==> src/rtl/ysyx_22040750_axi_arbiter_pkg.sv <==
// Shared AXI field widths, burst-size constant and one-hot FSM encodings
// for the icache/dcache to memory AXI arbiter.
package ysyx_22040750_axi_arbiter_pkg;
  localparam int AXI_ADDR_W = 32;
  localparam int AXI_DATA_W = 64;
  localparam int AXI_LEN_W  = 8;
  localparam int AXI_SIZE_W = 3;

  localparam logic [AXI_SIZE_W-1:0] AXI_SIZE_64 = 3'b011;

  // Grant encoding: bit 0 of the arbiter vector is icache, bit 1 is dcache
  localparam logic GNT_IC = 1'b0;
  localparam logic GNT_DC = 1'b1;

  typedef enum logic [2:0] {
    R_IDLE = 3'b001,
    R_AR   = 3'b010,
    R_DATA = 3'b100
  } rd_state_e;

  typedef enum logic [3:0] {
    W_IDLE = 4'b0001,
    W_AW   = 4'b0010,
    W_DATA = 4'b0100,
    W_RESP = 4'b1000
  } wr_state_e;
endpackage

==> src/rtl/ysyx_22040750_rr_arb2.sv <==
// Two-way round-robin grant; combinational, history register lives in parent.
module ysyx_22040750_rr_arb2 (
  input  logic [1:0] i_req,
  input  logic [1:0] i_elig,
  input  logic       i_last_grant,
  output logic [1:0] o_gnt
);
  logic [1:0] w_req;

  assign w_req = i_req & i_elig;

  // On a tie the master that did not win last time goes first
  always_comb begin
    o_gnt = 2'b00;
    case (w_req)
      2'b01:   o_gnt = 2'b01;
      2'b10:   o_gnt = 2'b10;
      2'b11:   o_gnt = i_last_grant ? 2'b01 : 2'b10;
      default: o_gnt = 2'b00;
    endcase
  end
endmodule

==> src/rtl/ysyx_22040750_axi_arbiter.sv <==
// Merges icache and dcache AXI masters onto one memory port: round-robin
// burst-level read arbitration plus an independent dcache write path.
module ysyx_22040750_axi_arbiter
  import ysyx_22040750_axi_arbiter_pkg::*;
#(
  parameter int ADDR_W    = AXI_ADDR_W,
  parameter int DATA_W    = AXI_DATA_W,
  parameter int LINE_OFFT = 5
) (
  input  logic                  I_clk,
  input  logic                  I_rst,
  input  logic [ADDR_W-1:0]     I_ic_araddr,
  input  logic [AXI_LEN_W-1:0]  I_ic_arlen,
  input  logic [AXI_SIZE_W-1:0] I_ic_arsize,
  input  logic                  I_ic_arvalid,
  output logic                  O_ic_arready,
  output logic [DATA_W-1:0]     O_ic_rdata,
  output logic                  O_ic_rvalid,
  output logic                  O_ic_rlast,
  input  logic                  I_ic_rready,
  input  logic [ADDR_W-1:0]     I_dc_araddr,
  input  logic [AXI_LEN_W-1:0]  I_dc_arlen,
  input  logic [AXI_SIZE_W-1:0] I_dc_arsize,
  input  logic                  I_dc_arvalid,
  output logic                  O_dc_arready,
  output logic [DATA_W-1:0]     O_dc_rdata,
  output logic                  O_dc_rvalid,
  output logic                  O_dc_rlast,
  input  logic                  I_dc_rready,
  input  logic [ADDR_W-1:0]     I_dc_awaddr,
  input  logic [AXI_LEN_W-1:0]  I_dc_awlen,
  input  logic [AXI_SIZE_W-1:0] I_dc_awsize,
  input  logic                  I_dc_awvalid,
  output logic                  O_dc_awready,
  input  logic [DATA_W-1:0]     I_dc_wdata,
  input  logic [DATA_W/8-1:0]   I_dc_wstrb,
  input  logic                  I_dc_wlast,
  input  logic                  I_dc_wvalid,
  output logic                  O_dc_wready,
  output logic                  O_dc_bvalid,
  input  logic                  I_dc_bready,
  output logic [ADDR_W-1:0]     O_mem_araddr,
  output logic [AXI_LEN_W-1:0]  O_mem_arlen,
  output logic [AXI_SIZE_W-1:0] O_mem_arsize,
  output logic                  O_mem_arvalid,
  input  logic                  I_mem_arready,
  input  logic [DATA_W-1:0]     I_mem_rdata,
  input  logic                  I_mem_rvalid,
  input  logic                  I_mem_rlast,
  output logic                  O_mem_rready,
  output logic [ADDR_W-1:0]     O_mem_awaddr,
  output logic [AXI_LEN_W-1:0]  O_mem_awlen,
  output logic [AXI_SIZE_W-1:0] O_mem_awsize,
  output logic                  O_mem_awvalid,
  input  logic                  I_mem_awready,
  output logic [DATA_W-1:0]     O_mem_wdata,
  output logic [DATA_W/8-1:0]   O_mem_wstrb,
  output logic                  O_mem_wlast,
  output logic                  O_mem_wvalid,
  input  logic                  I_mem_wready,
  input  logic                  I_mem_bvalid,
  output logic                  O_mem_bready,
  output logic                  O_rlen_err
);
  rd_state_e r_rstate, w_rstate_nxt;
  wr_state_e r_wstate, w_wstate_nxt;

  logic                     r_grant;
  logic                     r_last_grant;
  logic [AXI_LEN_W-1:0]     r_cnt;
  logic                     r_rlen_err;
  logic [ADDR_W-1:LINE_OFFT] r_awline;

  logic [1:0] w_gnt;
  logic       w_ic_elig;
  logic       w_ar_hs;
  logic       w_r_hs;
  logic       w_aw_hs;
  logic       w_w_last_hs;
  logic       w_b_hs;

  // An icache refill must not read a line the dcache is still writing back
  assign w_ic_elig = !((r_wstate != W_IDLE) &&
                       (I_ic_araddr[ADDR_W-1:LINE_OFFT] == r_awline));

  ysyx_22040750_rr_arb2 u_rr_arb2 (
    .i_req        ({I_dc_arvalid, I_ic_arvalid}),
    .i_elig       ({1'b1, w_ic_elig}),
    .i_last_grant (r_last_grant),
    .o_gnt        (w_gnt)
  );

  assign w_ar_hs     = (r_rstate == R_AR) && O_mem_arvalid && I_mem_arready;
  assign w_r_hs      = (r_rstate == R_DATA) && I_mem_rvalid && O_mem_rready;
  assign w_aw_hs     = (r_wstate == W_AW) && I_dc_awvalid && I_mem_awready;
  assign w_w_last_hs = (r_wstate == W_DATA) && I_dc_wvalid && I_mem_wready && I_dc_wlast;
  assign w_b_hs      = (r_wstate == W_RESP) && I_mem_bvalid && I_dc_bready;

  always_comb begin
    w_rstate_nxt = r_rstate;
    case (r_rstate)
      R_IDLE:  if (|w_gnt) w_rstate_nxt = R_AR;
      R_AR:    if (w_ar_hs) w_rstate_nxt = R_DATA;
      R_DATA:  if (w_r_hs && I_mem_rlast) w_rstate_nxt = R_IDLE;
      default: w_rstate_nxt = R_IDLE;
    endcase
  end

  always_ff @(posedge I_clk or posedge I_rst) begin
    if (I_rst) begin
      r_rstate     <= R_IDLE;
      r_grant      <= GNT_IC;
      r_last_grant <= GNT_IC;
      r_cnt        <= '0;
      r_rlen_err   <= 1'b0;
    end else begin
      r_rstate <= w_rstate_nxt;
      if ((r_rstate == R_IDLE) && |w_gnt) r_grant <= w_gnt[1];
      if (w_ar_hs) r_cnt <= r_grant ? I_dc_arlen : I_ic_arlen;
      if (w_r_hs) begin
        r_cnt <= r_cnt - 8'd1;
        // The last beat is expected exactly when the counter has run down
        if (I_mem_rlast != (r_cnt == '0)) r_rlen_err <= 1'b1;
        if (I_mem_rlast) r_last_grant <= r_grant;
      end
    end
  end

  always_comb begin
    O_mem_araddr  = '0;
    O_mem_arlen   = '0;
    O_mem_arsize  = '0;
    O_mem_arvalid = 1'b0;
    O_ic_arready  = 1'b0;
    O_dc_arready  = 1'b0;
    O_mem_rready  = 1'b0;
    O_ic_rdata    = '0;
    O_ic_rvalid   = 1'b0;
    O_ic_rlast    = 1'b0;
    O_dc_rdata    = '0;
    O_dc_rvalid   = 1'b0;
    O_dc_rlast    = 1'b0;
    case (r_rstate)
      R_AR: begin
        O_mem_araddr  = r_grant ? I_dc_araddr  : I_ic_araddr;
        O_mem_arlen   = r_grant ? I_dc_arlen   : I_ic_arlen;
        O_mem_arsize  = r_grant ? I_dc_arsize  : I_ic_arsize;
        O_mem_arvalid = r_grant ? I_dc_arvalid : I_ic_arvalid;
        O_dc_arready  = r_grant && I_mem_arready;
        O_ic_arready  = !r_grant && I_mem_arready;
      end
      R_DATA: begin
        if (r_grant) begin
          O_dc_rdata   = I_mem_rdata;
          O_dc_rvalid  = I_mem_rvalid;
          O_dc_rlast   = I_mem_rlast;
          O_mem_rready = I_dc_rready;
        end else begin
          O_ic_rdata   = I_mem_rdata;
          O_ic_rvalid  = I_mem_rvalid;
          O_ic_rlast   = I_mem_rlast;
          O_mem_rready = I_ic_rready;
        end
      end
      default: ;
    endcase
  end

  assign O_rlen_err = r_rlen_err;

  always_comb begin
    w_wstate_nxt = r_wstate;
    case (r_wstate)
      W_IDLE:  if (I_dc_awvalid) w_wstate_nxt = W_AW;
      W_AW:    if (w_aw_hs) w_wstate_nxt = W_DATA;
      W_DATA:  if (w_w_last_hs) w_wstate_nxt = W_RESP;
      W_RESP:  if (w_b_hs) w_wstate_nxt = W_IDLE;
      default: w_wstate_nxt = W_IDLE;
    endcase
  end

  always_ff @(posedge I_clk or posedge I_rst) begin
    if (I_rst) begin
      r_wstate <= W_IDLE;
      r_awline <= '0;
    end else begin
      r_wstate <= w_wstate_nxt;
      if ((r_wstate == W_IDLE) && I_dc_awvalid)
        r_awline <= I_dc_awaddr[ADDR_W-1:LINE_OFFT];
    end
  end

  always_comb begin
    O_mem_awaddr  = '0;
    O_mem_awlen   = '0;
    O_mem_awsize  = '0;
    O_mem_awvalid = 1'b0;
    O_dc_awready  = 1'b0;
    O_mem_wdata   = '0;
    O_mem_wstrb   = '0;
    O_mem_wlast   = 1'b0;
    O_mem_wvalid  = 1'b0;
    O_dc_wready   = 1'b0;
    O_dc_bvalid   = 1'b0;
    O_mem_bready  = 1'b0;
    case (r_wstate)
      W_AW: begin
        O_mem_awaddr  = I_dc_awaddr;
        O_mem_awlen   = I_dc_awlen;
        O_mem_awsize  = I_dc_awsize;
        O_mem_awvalid = I_dc_awvalid;
        O_dc_awready  = I_mem_awready;
      end
      W_DATA: begin
        O_mem_wdata  = I_dc_wdata;
        O_mem_wstrb  = I_dc_wstrb;
        O_mem_wlast  = I_dc_wlast;
        O_mem_wvalid = I_dc_wvalid;
        O_dc_wready  = I_mem_wready;
      end
      W_RESP: begin
        O_dc_bvalid  = I_mem_bvalid;
        O_mem_bready = I_dc_bready;
      end
      default: ;
    endcase
  end
endmodule

==> config.mk <==
export PLATFORM = sky130hd
export DESIGN_NAME = ysyx_22040750_axi_arbiter
export DESIGN_NICKNAME = d
export VERILOG_FILES = /design/src/rtl/ysyx_22040750_axi_arbiter_pkg.sv /design/src/rtl/ysyx_22040750_rr_arb2.sv /design/src/rtl/ysyx_22040750_axi_arbiter.sv
export SDC_FILE = /design/constraint.sdc
export NUM_CORES = 1
export LEC_CHECK = 0
export ABC_AREA = 1
export CAP_MARGIN = 0
export CORE_AREA = 2 2 225 227
export CTS_CLUSTER_DIAMETER = 150
export DETAILED_ROUTE_END_ITERATION = 10
export DIE_AREA = 0 0 227 229
export GPL_ROUTABILITY_DRIVEN = 0
export PLACE_DENSITY = 0.42
export SYNTH_ARGS = -nofsm -noshare
export SYNTH_HDL_FRONTEND = slang
export SYNTH_SLANG_ARGS = --single-unit
==> constraint.sdc <==
create_clock -name I_clk -period 2 [get_ports I_clk]
set_input_delay 0.2 -clock I_clk [delete_from_list [all_inputs] [get_ports I_clk]]
set_output_delay 0.2 -clock I_clk [all_outputs]
set_load 0.03 [all_outputs]
==> results.cfg <==
[place]
port_buffers = 582
dp.final_hpwl_microns = 33000

[cts]
ctsHoldBuffers = 0
clkLatencyLatePin_ns = 0.31
clk_pin_slew_worst_paths_ns = 0.07
h-tree-depth = 2
numCtsBuffers = 5
cts_root_buffer = clkbuf_16
clockBufferDepth = 2
cts_tree = yes
clock_sinks = 45

[setup_path]
worstPathRequired_ns = 1.80
r2r.worst_path.cells = 10
cp-start-kind = register
r2r_end = r_cnt[1]
rrSetupSlack_ns = 0.27
cp_max_fo = 8
path_class = reg -> out
endpoint_kind = output pin
r2r_start = r_grant
critPathArrivalTime_ns = 1.87

[floorplan]
die_area_sq_mm = 0.0520
die_width_microns = 227
coreArea_sq_mm = 0.0497
die_h_microns = 229
start_util_pct = 9.75
placementRows = 82
io-pin-count = 583

[layout]
final_util_pct = 26.0
fillCellCount = 5567
seqCellArea_sq_mm = 0.00113
drive_above_1_share_pct = 31.2
multi_input_area_sq_mm = 0.00311
layout.nets = 1784
area.growth.synth_to_final_pct = 167

[grt]
grt_overflow_total = 0
grt_max_degree = 65
antenna_found_initial = 8
grtUsageTotal_pct = 14.2
first_global_vias = 7639
grt_pass1_wl_microns = 52400

[sta]
fin_crit_ns = 2.07
final.setup_skew_ns = 0.00671
rsz0062_at_grt = true
hold_viol_final = 0
worst_slew_pin_slew_ns = 0.548
finalMaxSlewViolations = 0
relSlewSlack_pct = 63.4
setup_viol = 32
setup_ws_ns = -0.0696
maxClockFrequency_mhz = 483
fin_crit_sh_pct = 103

[logic_synthesis]
post-synth-top-area-cell = nor2_1
syn-num-nets = 1189
yosys.cell_types.count = 33
ys_seq_area_share_pct = 23.3
syn_avg_cell_area_sq_um = 5.34
synth_area_leaders = nor2_1 23%, dfrtp_1 22%, inv_1 18%
ys_warn_count = 0
netlist_area_sq_mm = 0.00484
synthCells = 906
ys_ff_latch = 45
synth_top_area_share_pct = 22.6

[hold_path]
hold_path.class = in -> async

[status]
outcome = finished, violations left
violations = negative setup slack

[pwr]
p_total_uw = 9280
leakage_uw = 0.00645
ir_drop_uv = 299
p_per_area_mw_per_mm2 = 718

[route]
drcViolationCount = 0
dr.pass1.iters = 4
viasPerCell = 3.51
drt-initial-drc-count = 195
vias = 7633
routedWlPerCell_microns = 18.4
drt-total-wl_microns = 40000
drtAntennaViolNets = 0

[job]
drv_cap = 0
[state kept, by name (all words and copies together) (netlist names)]
register      flops
r_awline         27
r_cnt             8
r_wstate          4
r_rstate          3
O_rlen_err        1
r_grant           1
r_last_grant      1
[where the power goes]
part,total (uW),switching (uW),internal (uW)
logic,6520,3760,2760
registers,1700,358,1340
clock network,1060,430,626
total,9280,4550,4730
[per-layer routing]
metal	wire length, microns	track usage (%)	share of wire, %	up-vias
met5	86	0	0.21	-
met4	1340	4.90	3.4	14
met3	3660	4.53	9.1	42
met2	21300	27.5	53	379
met1	13600	13.8	34	3420
li1	-	-	-	3778
[worst max-delay path, cell delays in order, from the launching register on]
cell,delay (ns)
dfrtp_1,0.40
buf_6,0.13
nor3_4,0.21
nand2_4,0.18
buf_6,0.17
clkbuf_16,0.17
nor2_4,0.13
buf_12,0.15
[how the worst max path moves through the flow]
stage	startpoint	end	slack, ns	depth (start not counted)
5_1_grt	r_rstate[1]	O_ic_rdata[26]	-0.15	6
3_5_place_dp	I_ic_araddr[6]	r_rstate[1]	0.003	11
2_1_floorplan	r_wstate[1]	O_mem_wdata[33]	0.31	7
3_3_place_gp	I_ic_araddr[5]	r_rstate[1]	0.007	11
4_1_cts	r_rstate[1]	O_ic_rdata[42]	-0.06	6
6_report	r_rstate[1]	O_ic_rdata[56]	-0.07	7
[cell usage after synthesis, drive strengths merged]
| master | n |
|---|---|
| nand4 | 3 |
| dfrtp | 43 |
| o21ai | 37 |
| o31ai | 2 |
| nor2 | 295 |
| o22ai | 2 |
| mux2i | 8 |
| o221ai | 4 |
| o211ai | 1 |
| nand2 | 151 |
| buf | 29 |
| o21bai | 1 |
| xnor2 | 18 |
| ha | 2 |
| nor3 | 7 |
| a21oi | 38 |
| clkbuf | 17 |
| inv | 230 |
| xor2 | 8 |
| dfstp | 2 |
| nand3 | 8 |
[what timing repair did]
| action | 4_1_cts | 5_1_grt |
|---|---|---|
| cloned | 2 | 5 |
| setup buffers | 5 | 10 |
| setup endpoints to repair | 171 | 155 |
| pin swaps | 3 | 4 |
| resized for setup | 42 | 142 |
[cell families after synthesis]
kind of cell             Yosys count  synth area share (%)
AO/OA/AOI/OAI                     85                  9.51
XOR/XNOR                          26                  4.71
adder cells (fa/ha/maj)            2                 0.517
buffers and inverters            276                  22.3
flip-flops                        45                  23.3
multiplexers                       8                  1.65
AND/OR/NAND/NOR                  464                  38.0
[stage by stage]
stage	setup TNS [ns]	hold slack (ns)	setup slack, ns	instances	cell area, sq um
after global placement	0	0.473	0.00676	2144	11800
after floorplan	0	0.317	0.311	906	4840
final	-0.874	0.180	-0.0696	2176	12900
after global routing	-13.16	0.199	-0.152	2174	12900
after CTS	-1.23	0.168	-0.0572	2159	12200
after detailed placement	0	0.470	0.00319	2144	11800
[layout by cell type (no fill, tap or decap), types with 8 or more instances in the layout]
master           instances
a21oi_1                 21
a21oi_2                 12
buf_12                  86
buf_4                  224
buf_6                   29
clkbuf_16                9
clkdlybuf4s50_1        281
dfrtp_1                 42
inv_1                  222
nand2_1                145
nor2_1                 232
nor2_2                  22
nor2_4                  41
o21ai_0                 33
xnor2_1                 18
xor2_1                   8
[layout make-up]
cell class,count,share of cell area (%)
clock buffers,6,1.07
multi-input cells,585,24.1
repair buffers,634,52.5
diodes,2,0.0387
inverters,230,6.83
flip-flops and latches,45,8.74
clock inverters,2,0.291
well taps,672,6.51
Note: power is estimated with default switching activity, not from simulation.
